==> config.mk <==
export PLATFORM = sky130hd
export DESIGN_NAME = cpu_bus_ctrl
export DESIGN_NICKNAME = d
export VERILOG_FILES = /design/src/rtl/cpu_bus_ctrl_pkg.sv /design/src/rtl/cpu_addr_decode.sv /design/src/rtl/cpu_bus_ctrl.sv
export SDC_FILE = /design/constraint.sdc
export NUM_CORES = 1
export LEC_CHECK = 0
export BUFFER_PORTS_ARGS = -buffer_cell sky130_fd_sc_hd__buf_2
export CAP_MARGIN = 40
export CORE_MARGIN = 2
export CORE_UTILIZATION = 45
export DETAILED_ROUTE_END_ITERATION = 6
export HOLD_SLACK_MARGIN = 0.08
export PLACE_DENSITY = 0.76
export SYNTH_ARGS = -nofsm -noshare
export SYNTH_HDL_FRONTEND = slang
export SYNTH_SLANG_ARGS = --single-unit
==> constraint.sdc <==
create_clock -name clk -period 1.45 [get_ports clk]
set_input_delay 0 -clock clk [delete_from_list [all_inputs] [get_ports clk]]
set_output_delay 0 -clock clk [all_outputs]
set_load 0.02 [all_outputs]
==> src/rtl/cpu_bus_ctrl_pkg.sv <==
// Shared memory-map constants, target/state encodings and chip-select helper for cpu_bus_ctrl.
package cpu_bus_ctrl_pkg;

  localparam int unsigned AB_W      = 16;
  localparam int unsigned PA_W      = 21;
  localparam int unsigned DB_W      = 8;
  localparam int unsigned RAMBANK_W = 8;
  localparam int unsigned ROMBANK_W = 5;
  localparam int unsigned CS_W      = 4;

  localparam logic [7:0]      IO_PAGE_DEF     = 8'h9F;
  localparam logic [1:0]      ROM_BASE_HI_DEF = 2'b11;
  localparam logic [AB_W-1:0] RAMBANK_ADDR    = 16'h0000;
  localparam logic [AB_W-1:0] ROMBANK_ADDR    = 16'h0001;

  // IO page sub-ranges (offsets within the page)
  localparam logic [7:0] VIA_HI  = 8'h0F;
  localparam logic [7:0] VERA_LO = 8'h20;
  localparam logic [7:0] VERA_HI = 8'h3F;
  localparam logic [7:0] NORA_LO = 8'h50;
  localparam logic [7:0] NORA_HI = 8'h7F;

  // Region selectors on the CPU address
  localparam logic [2:0] RAM_WIN_HI3 = 3'b101;
  localparam logic [1:0] ROM_WIN_HI2 = 2'b11;

  typedef enum logic [2:0] {
    TGT_NONE,
    TGT_SRAM,
    TGT_VIA,
    TGT_VERA,
    TGT_NORA
  } tgt_e;

  typedef enum logic [1:0] {
    ST_IDLE,
    ST_ACTIVE,
    ST_WRITE,
    ST_WHOLD
  } bus_state_e;

  // Low-active select vector {nora, vera, via, sram} for a target
  function automatic logic [CS_W-1:0] cs_lo(input tgt_e t);
    logic [CS_W-1:0] v;
    v = 4'b1111;
    case (t)
      TGT_SRAM: v = 4'b1110;
      TGT_VIA:  v = 4'b1101;
      TGT_VERA: v = 4'b1011;
      TGT_NORA: v = 4'b0111;
      default:  v = 4'b1111;
    endcase
    return v;
  endfunction

endpackage

==> src/rtl/cpu_addr_decode.sv <==
// Combinational CPU address decode: banked 21-bit physical address, target and write permission.
// CPU_BUS_ROM_WP_EN defined: the ROM window ($C000-$FFFF) is reported not writable.
module cpu_addr_decode
  import cpu_bus_ctrl_pkg::*;
#(
  parameter logic [7:0] IO_PAGE     = IO_PAGE_DEF,
  parameter logic [1:0] ROM_BASE_HI = ROM_BASE_HI_DEF
) (
  input  logic [15:0] i_ab,
  input  logic [7:0]  i_ram_bank,
  input  logic [4:0]  i_rom_bank,
  output logic [20:0] o_phys_addr,
  output tgt_e        o_target,
  output logic        o_wr_ok
);

  logic [7:0] w_off;
  assign w_off = i_ab[7:0];

  always_comb begin
    o_phys_addr = {5'b0, i_ab};
    o_target    = TGT_SRAM;
    o_wr_ok     = 1'b1;
    if (i_ab[15:8] == IO_PAGE) begin
      // IO window never touches SRAM; unmapped offsets select nothing
      if (w_off <= VIA_HI)
        o_target = TGT_VIA;
      else if (w_off >= VERA_LO && w_off <= VERA_HI)
        o_target = TGT_VERA;
      else if (w_off >= NORA_LO && w_off <= NORA_HI)
        o_target = TGT_NORA;
      else
        o_target = TGT_NONE;
    end else if (i_ab[15:13] == RAM_WIN_HI3) begin
      o_phys_addr = {i_ram_bank, i_ab[12:0]};
    end else if (i_ab[15:14] == ROM_WIN_HI2) begin
      o_phys_addr = {ROM_BASE_HI, i_rom_bank, i_ab[13:0]};
`ifdef CPU_BUS_ROM_WP_EN
      o_wr_ok     = 1'b0;
`endif
    end
  end

endmodule

==> src/rtl/cpu_bus_ctrl.sv <==
// CPU bus controller: latches the 65C02 address, banks it into SRAM space and times CS/OE/WE strobes.
// CPU_BUS_ROM_WP_EN defined: writes to $C000-$FFFF keep mem_wrn high (default build: ROM window writable).
module cpu_bus_ctrl
  import cpu_bus_ctrl_pkg::*;
#(
  parameter logic [7:0] IO_PAGE     = IO_PAGE_DEF,
  parameter logic [1:0] ROM_BASE_HI = ROM_BASE_HI_DEF
) (
  input  logic        clk,
  input  logic        reset,
  input  logic        cphi2,
  input  logic        latch_ad,
  input  logic        setup_cs,
  input  logic        release_wr,
  input  logic        release_cs,
  input  logic [15:0] cpu_ab,
  input  logic        cpu_rwn,
  input  logic [7:0]  cpu_db,
  output logic [20:0] mem_addr,
  output logic        sram_csn,
  output logic        mem_rdn,
  output logic        mem_wrn,
  output logic        via_csn,
  output logic        vera_csn,
  output logic        nora_csn,
  output logic [7:0]  ram_bank,
  output logic [4:0]  rom_bank,
  output logic        proto_err
);

  logic [PA_W-1:0]      w_phys;
  tgt_e                 w_tgt;
  logic                 w_wr_ok;
  logic [1:0]           w_bank_sel;

  bus_state_e           r_state;
  logic [PA_W-1:0]      r_mem_addr;
  logic                 r_rwn;
  tgt_e                 r_tgt;
  logic                 r_wr_ok;
  logic [1:0]           r_bank_sel;
  logic [CS_W-1:0]      r_csn;
  logic                 r_rdn;
  logic                 r_wrn;
  logic [RAMBANK_W-1:0] r_ram_bank;
  logic [ROMBANK_W-1:0] r_rom_bank;
  logic                 r_proto_err;

  cpu_addr_decode #(
    .IO_PAGE     (IO_PAGE),
    .ROM_BASE_HI (ROM_BASE_HI)
  ) u_decode (
    .i_ab        (cpu_ab),
    .i_ram_bank  (r_ram_bank),
    .i_rom_bank  (r_rom_bank),
    .o_phys_addr (w_phys),
    .o_target    (w_tgt),
    .o_wr_ok     (w_wr_ok)
  );

  // {rombank reg, rambank reg} hit on the latched address
  assign w_bank_sel = {cpu_ab == ROMBANK_ADDR, cpu_ab == RAMBANK_ADDR};

  always_ff @(posedge clk) begin
    if (reset) begin
      r_state     <= ST_IDLE;
      r_mem_addr  <= '0;
      r_rwn       <= 1'b1;
      r_tgt       <= TGT_NONE;
      r_wr_ok     <= 1'b0;
      r_bank_sel  <= 2'b00;
      r_csn       <= 4'b1111;
      r_rdn       <= 1'b1;
      r_wrn       <= 1'b1;
      r_ram_bank  <= '0;
      r_rom_bank  <= '0;
      r_proto_err <= 1'b0;
    end else begin
      if (latch_ad) begin
        r_mem_addr <= w_phys;
        r_rwn      <= cpu_rwn;
        r_tgt      <= w_tgt;
        r_wr_ok    <= w_wr_ok;
        r_bank_sel <= w_bank_sel;
      end

      // A new setup_cs always wins; outside IDLE it aborts the running cycle
      if (setup_cs) begin
        if (r_state != ST_IDLE)
          r_proto_err <= 1'b1;
        r_state <= ST_ACTIVE;
        r_csn   <= cs_lo(r_tgt);
        r_rdn   <= ~(r_rwn && (r_tgt == TGT_SRAM));
        r_wrn   <= 1'b1;
      end else begin
        case (r_state)
          ST_IDLE: begin
            r_csn <= 4'b1111;
            r_rdn <= 1'b1;
            r_wrn <= 1'b1;
          end
          ST_ACTIVE: begin
            if (release_cs) begin
              r_state <= ST_IDLE;
              r_csn   <= 4'b1111;
              r_rdn   <= 1'b1;
              r_wrn   <= 1'b1;
            end else if (cphi2 && !r_rwn && (r_tgt == TGT_SRAM)) begin
              r_state <= ST_WRITE;
              r_wrn   <= ~r_wr_ok;
            end
          end
          ST_WRITE: begin
            if (release_wr) begin
              if (r_bank_sel[0])
                r_ram_bank <= cpu_db;
              if (r_bank_sel[1])
                r_rom_bank <= cpu_db[ROMBANK_W-1:0];
            end
            if (release_cs) begin
              r_state <= ST_IDLE;
              r_csn   <= 4'b1111;
              r_rdn   <= 1'b1;
              r_wrn   <= 1'b1;
            end else if (release_wr) begin
              r_state <= ST_WHOLD;
              r_wrn   <= 1'b1;
            end
          end
          ST_WHOLD: begin
            if (release_cs) begin
              r_state <= ST_IDLE;
              r_csn   <= 4'b1111;
              r_rdn   <= 1'b1;
              r_wrn   <= 1'b1;
            end
          end
          default: r_state <= ST_IDLE;
        endcase
      end
    end
  end

  assign mem_addr  = r_mem_addr;
  assign sram_csn  = r_csn[0];
  assign via_csn   = r_csn[1];
  assign vera_csn  = r_csn[2];
  assign nora_csn  = r_csn[3];
  assign mem_rdn   = r_rdn;
  assign mem_wrn   = r_wrn;
  assign ram_bank  = r_ram_bank;
  assign rom_bank  = r_rom_bank;
  assign proto_err = r_proto_err;

endmodule

======== Yosys cells after proc, flatten, opt, wreduce, memory -nomap -nowiden ========
Index checks and enable logic that the tools add are counted.
word-level totals
  bits of input ports ..................... 32
  register bits ........................... 50
  word-level logic and storage cells ...... 84
  output and inout bits ................... 41
operators by class
  reductions and logical operators ........ 19
  muxes and demuxes ....................... 26
  bitwise logic cells ..................... 3
  order comparisons ....................... 5
  equality and inequality tests ........... 18
operator list
  operator               number
  $mux W21               3
  $eq A16 B1 Y1 const B  1
  $logic_not A16 Y1      1
  $pmux W4 S4            1
  $reduce_and A4 Y1      4
  $mux W3                4
  $mux W2                5
  $ne A3 B3 Y1 const B   3
  $eq A8 B8 Y1 const B   1
  $ge A8 B6 Y1 const B   1
  $ge A8 B7 Y1 const B   1
  $le A8 B4 Y1 const B   1
  $le A8 B6 Y1 const B   1
  $le A8 B7 Y1 const B   1
  $mux W4                2
  $ne A4 B4 Y1 const B   2
  $pmux W4 S2            1
  $mux W1                7
  $eq A2 B2 Y1 const B   3
  $eq A3 B2 Y1 const B   2
  $eq A3 B3 Y1 const B   2
  $pmux W2 S3            1
  $logic_and A1 B1 Y1    5
  $pmux W1 S4            1
  15 further kinds       17

======== Logic depth before layout (Yosys ltp) ========
  word-level depth ........................ 7
  gate-level depth with buffers ........... 8
  mapped depth without buffers ............ 6

======== Modules after synthesis ========
A second synthesis with hierarchy kept.
second synthesis, totals
  cell total of the unflattened synthesis .. 260
  area total of the unflattened synthesis .. 2329.7 sq um
modules (own cells, without submodules)
  module           instances  seq. area each (sq um)  cells an instance  area an instance (sq um)
  cpu_bus_ctrl     1          1001.0                  213                1999.4
  cpu_addr_decode  1          0.0                     47                 330.3

======== Least setup slack after synthesis ========
Ideal clock, no wire load.
  path type ............................... register -> register
  start point ............................. register r_state[0]
  end point ............................... register r_state[0]
  setup slack ............................. -82 ps
  period minus slack after synthesis ...... 1532 ps
  cell stages (with the launch flop) ...... 7
  library setup time ...................... 103 ps
  required time ........................... 1347 ps
  path buffers ............................ 0
  arrival ................................. 1428 ps
  cells stage by stage .................... dfxtp_1 inv_1 ha_1 nor2_1 mux2i_1 and4b_1 a2111oi_2
between the ends
  longest elaborated chain between the ends .. 3
  elaborated cells on any way between the ends .. 10
  classes of those cells .................. eq/ne: 6; mux: 2; reduce/logical: 2
RTL lines
  what                                                                  line                 source
  start: declaration                                                    cpu_bus_ctrl.sv:36   bus_state_e r_state;
  start signal: assignment                                              cpu_bus_ctrl.sv:66   r_state <= ST_IDLE;
  start signal: assignment                                              cpu_bus_ctrl.sv:91   r_state <= ST_ACTIVE;
  start signal: assignment                                              cpu_bus_ctrl.sv:104  r_state <= ST_IDLE;
  $eq A2 B1 Y1 / $eq A2 B2 Y1 (equally long branches)                   cpu_bus_ctrl.sv:96   case (r_state)
  $ne A4 B4 Y1 (no source line), or another cell as far along           --
  $reduce_and A4 Y1 (no source line) / $mux W1 (equally long branches)  --
Several ways; a longest one is shown, not always the timed one.
A chain may end at the register's enable or synchronous reset.

======== Final worst setup path ========
Same ends and word-level chain as after synthesis.

==> results by group <==
Outcome
  • Outcome: finished, final reports clean

Yosys
  • Async SR Flop Fraction: 0%
  • Syn nets: 278
  • Syn Std Cell Area: 2136 um^2
  • Unique masters post-synth: 43
  • Post-synth top flop: dfxtp_1
  • Post-synth top area cell: dfxtp_1
  • Synth area leaders: dfxtp_1 47%, nand2_1 6.7%, mux2i_1 6.6%
  • Yosys warnings: 0
  • Synth Register Bits: 50
  • Avg Cell Area, Syn: 8.826 um^2
  • Post-synth top area share: 46.87%
  • Mapped Cells: 242
  • Post-synth EDFFs: 0
  • Seq/Total Area, Yosys: 46.87%

Timing
  • Minimum hold slack: 0.1170 ns
  • Tmin final: 1.448 ns
  • Hold Vio Cnt, Final: 0
  • Setup violators final: 0
  • Max-slew headroom: 70.79%
  • Period Utilization, post-route: 99.85%
  • Slew @ Worst Pin: 0.4326 ns
  • Final Max Slew Viols: 0
  • Setup TNS: 0 ns
  • FMAX: 0.6907 GHz
  • Setup WS post-layout: 0.002196 ns
  • RSZ-0062 raised after global routing: yes
  • Clk_skew: 0.003435 ns

Power and ir drop
  • Logic pwr share: 16.7%
  • Pwr Total: 2902 uW
  • Sw Ratio: 25.66%
  • Clk pwr share: 33.4%
  • P per Cell Area: 941.8 nW/um^2
  • Maximum VDD drop: 0.5976 mV
  • Internal power: 2158 uW
  • P_sw: 744.8 uW
  • Sequential Power Share: 49.9%
  • Leakage power: 0.001341 uW

Clock network
  • Clock-pin transition on the worst setup and hold timing paths: 0.09 ns
  • H-tree levels: 2
  • Clock Latency Late Sink: 0.31 ns
  • Root Buffer: clkbuf_8
  • CTS sink count: 50
  • Clock buffer count from CTS: 5
  • CTS max path bufs: 2
  • TritonCTS clock tree: built

GRT
  • First-pass GRT wire length: 9673 um
  • Initial antenna violation count: 0
  • Congestion Overflow GR: 0
  • Global Route Usage Sum: 23.41%
  • Vias in the first global route: 2,115
  • Largest net degree at the start of global routing: 28

Worst setup path
  • Slowest stage cell, crit path: dfxtp_4
  • Worst path bufs/invs: 1
  • Arr. time, crit path: 1.63 ns
  • Critical Path End Type: register
  • CP delay by family, top: flip-flops
  • Setup Crit Path Kind: reg2reg
  • Worst path cell trace: inv_4, ha_4, nor2_2, mux2i_2, and4b_1, a2111oi_2
  • Req. time, crit path: 1.64 ns
  • CP Max Fanout: 4
  • Setup crit start kind: register
  • Biggest cell delay along the critical path: 0.39 ns

Floorplan
  • Die Wd: 72.89 um
  • Core area: 4661 um^2
  • Row cnt: 25
  • Initial core utilization: 45.83%
  • Die Span Y: 72.89 um
  • Die ar.: 5313 um^2
  • I/O pin count: 73

Layout
  • Final nets: 385
  • Design area: 3082 um^2
  • # diodes: 0
  • Share of layout cells above drive strength 1: 34.57%
  • Layout Area Growth over Synthesis: 44.29%

Routing
  • DRT iter0 DRCs: 178
  • DRC Markers: 0
  • DR vias: 2,175
  • DR pass1 iterations: 4
  • Routed Antenna Nets: 0
  • DR vias/cell: 5.384
  • Final wirelength: 6131 um
  • Drt wl/cell: 15.18 um

Run
  • Max Cap Viol: 0

Placed design
  • GPL Wtd Cong: 0.8303
  • Pre-CTS setup slack: -0.08135 ns
  • Buffers added on ports: 72
  • Placed Area: 2600 um^2
  • Dpl hpwl: 4039 um

Min path
  • Min-Delay Path Class: in2reg
==> cell usage after synthesis, types with 4 or more instances <==
| master | instances |
|---|---|
| dfxtp_1 | 50 |
| nand2_1 | 38 |
| a21oi_1 | 26 |
| nor2_1 | 23 |
| mux2i_1 | 14 |
| inv_1 | 10 |
| nand3_1 | 7 |
| buf_2 | 6 |
| nand2b_1 | 6 |
| clkbuf_1 | 5 |
| o21ai_1 | 5 |
| ha_1 | 4 |
| nor4_1 | 4 |
==> sequential cells by signal (all words and copies together), names as in the netlist <==
name,flops
mem_addr,21
mem_rdn,1
mem_wrn,1
proto_err,1
r_bank_sel,2
r_csn,4
r_rwn,1
r_state,2
r_tgt,3
r_wr_ok,1
ram_bank,8
rom_bank,5
==> power by group through the flow <==
stage	Combinational [uW]	Sequential, uW	Clock (uW)
5_1_grt	521	1450	1050
2_1_floorplan	184	1510	0
4_1_cts	446	1440	993
6_report	484	1450	969
3_5_place_dp	370	1480	0
3_3_place_gp	362	1480	0
==> worst paths after layout <==
check,start,to,slack (ns),cells after the start
setup / recovery,r_state[0],r_state[0],0.002,6
hold / removal,cpu_ab[14],mem_addr[19],0.12,3
setup reg to reg,r_state[0],r_state[0],0.002,6
hold reg to reg,mem_addr[20],mem_addr[20],0.46,2
==> cells by family after synthesis <==
| group | count (synthesis) | share of synthesized area, % |
|---|---|---|
| compound gates | 50 | 15.58 |
| fa+ha+maj | 4 | 2.343 |
| simple gates | 101 | 23.90 |
| flops | 50 | 46.87 |
| buf+inv | 23 | 4.745 |
| mux | 14 | 6.561 |
==> layer usage <==
layer	GRT usage, %	part of all wire, %	vias up
met1	27.70	41	1031
met2	40.81	52	73
met5	0	0	-
li1	-	-	1055
met4	9.671	2.0	0
met3	5.110	5.3	16
==> worst reg2reg max path: cells and delay by family (launching register included) <==
family                   cells  cell delay (ns)
flip-flops                   1             0.39
AND/OR/NAND/NOR              2             0.35
multiplexers                 1             0.26
adder cells (fa/ha/maj)      1             0.23
buffers and inverters        1             0.05
AO/OA/AOI/OAI                1             0.04
==> what timing repair did <==
action | in CTS | in global routing
gates resized for setup | 9 | 15
pin swaps | 3 | 4
buffers inserted | 1 | 1
setup endpoints to repair | 6 | 14
hold endpoints to repair | 36 | 0
hold buffers | 26 | 0
==> metrics by stage <==
stage | util (%) | cells
floorplan | - | 242
global placement | 55.79 | 368
detailed placement | 55.79 | 368
CTS | 64.54 | 403
global route | 66.12 | 404
finish | 66.12 | 404
==> area by class of cell <==
class | count | area, um^2
clock inverter | 1 | 30.03
multi-input combinational | 169 | 1125
clock buffer | 7 | 76.32
tap | 54 | 67.56
timing repair buffer | 113 | 733.2
fill | 368 | 1579
sequential | 50 | 1010
inverter | 10 | 40.04
==> cells in the final DEF (no fill, tap or decap), types with 7 or more instances in the layout <==
cell type	synthesis	routed
dlygate4sd3_1	0	26
mux2i_1	14	13
buf_2	6	72
nand2_1	38	36
nor2_1	23	22
nand3_1	7	7
a21oi_1	26	23
inv_1	10	8
buf_4	0	15
dfxtp_1	50	47
Note: power is estimated with default switching activity, not from simulation.
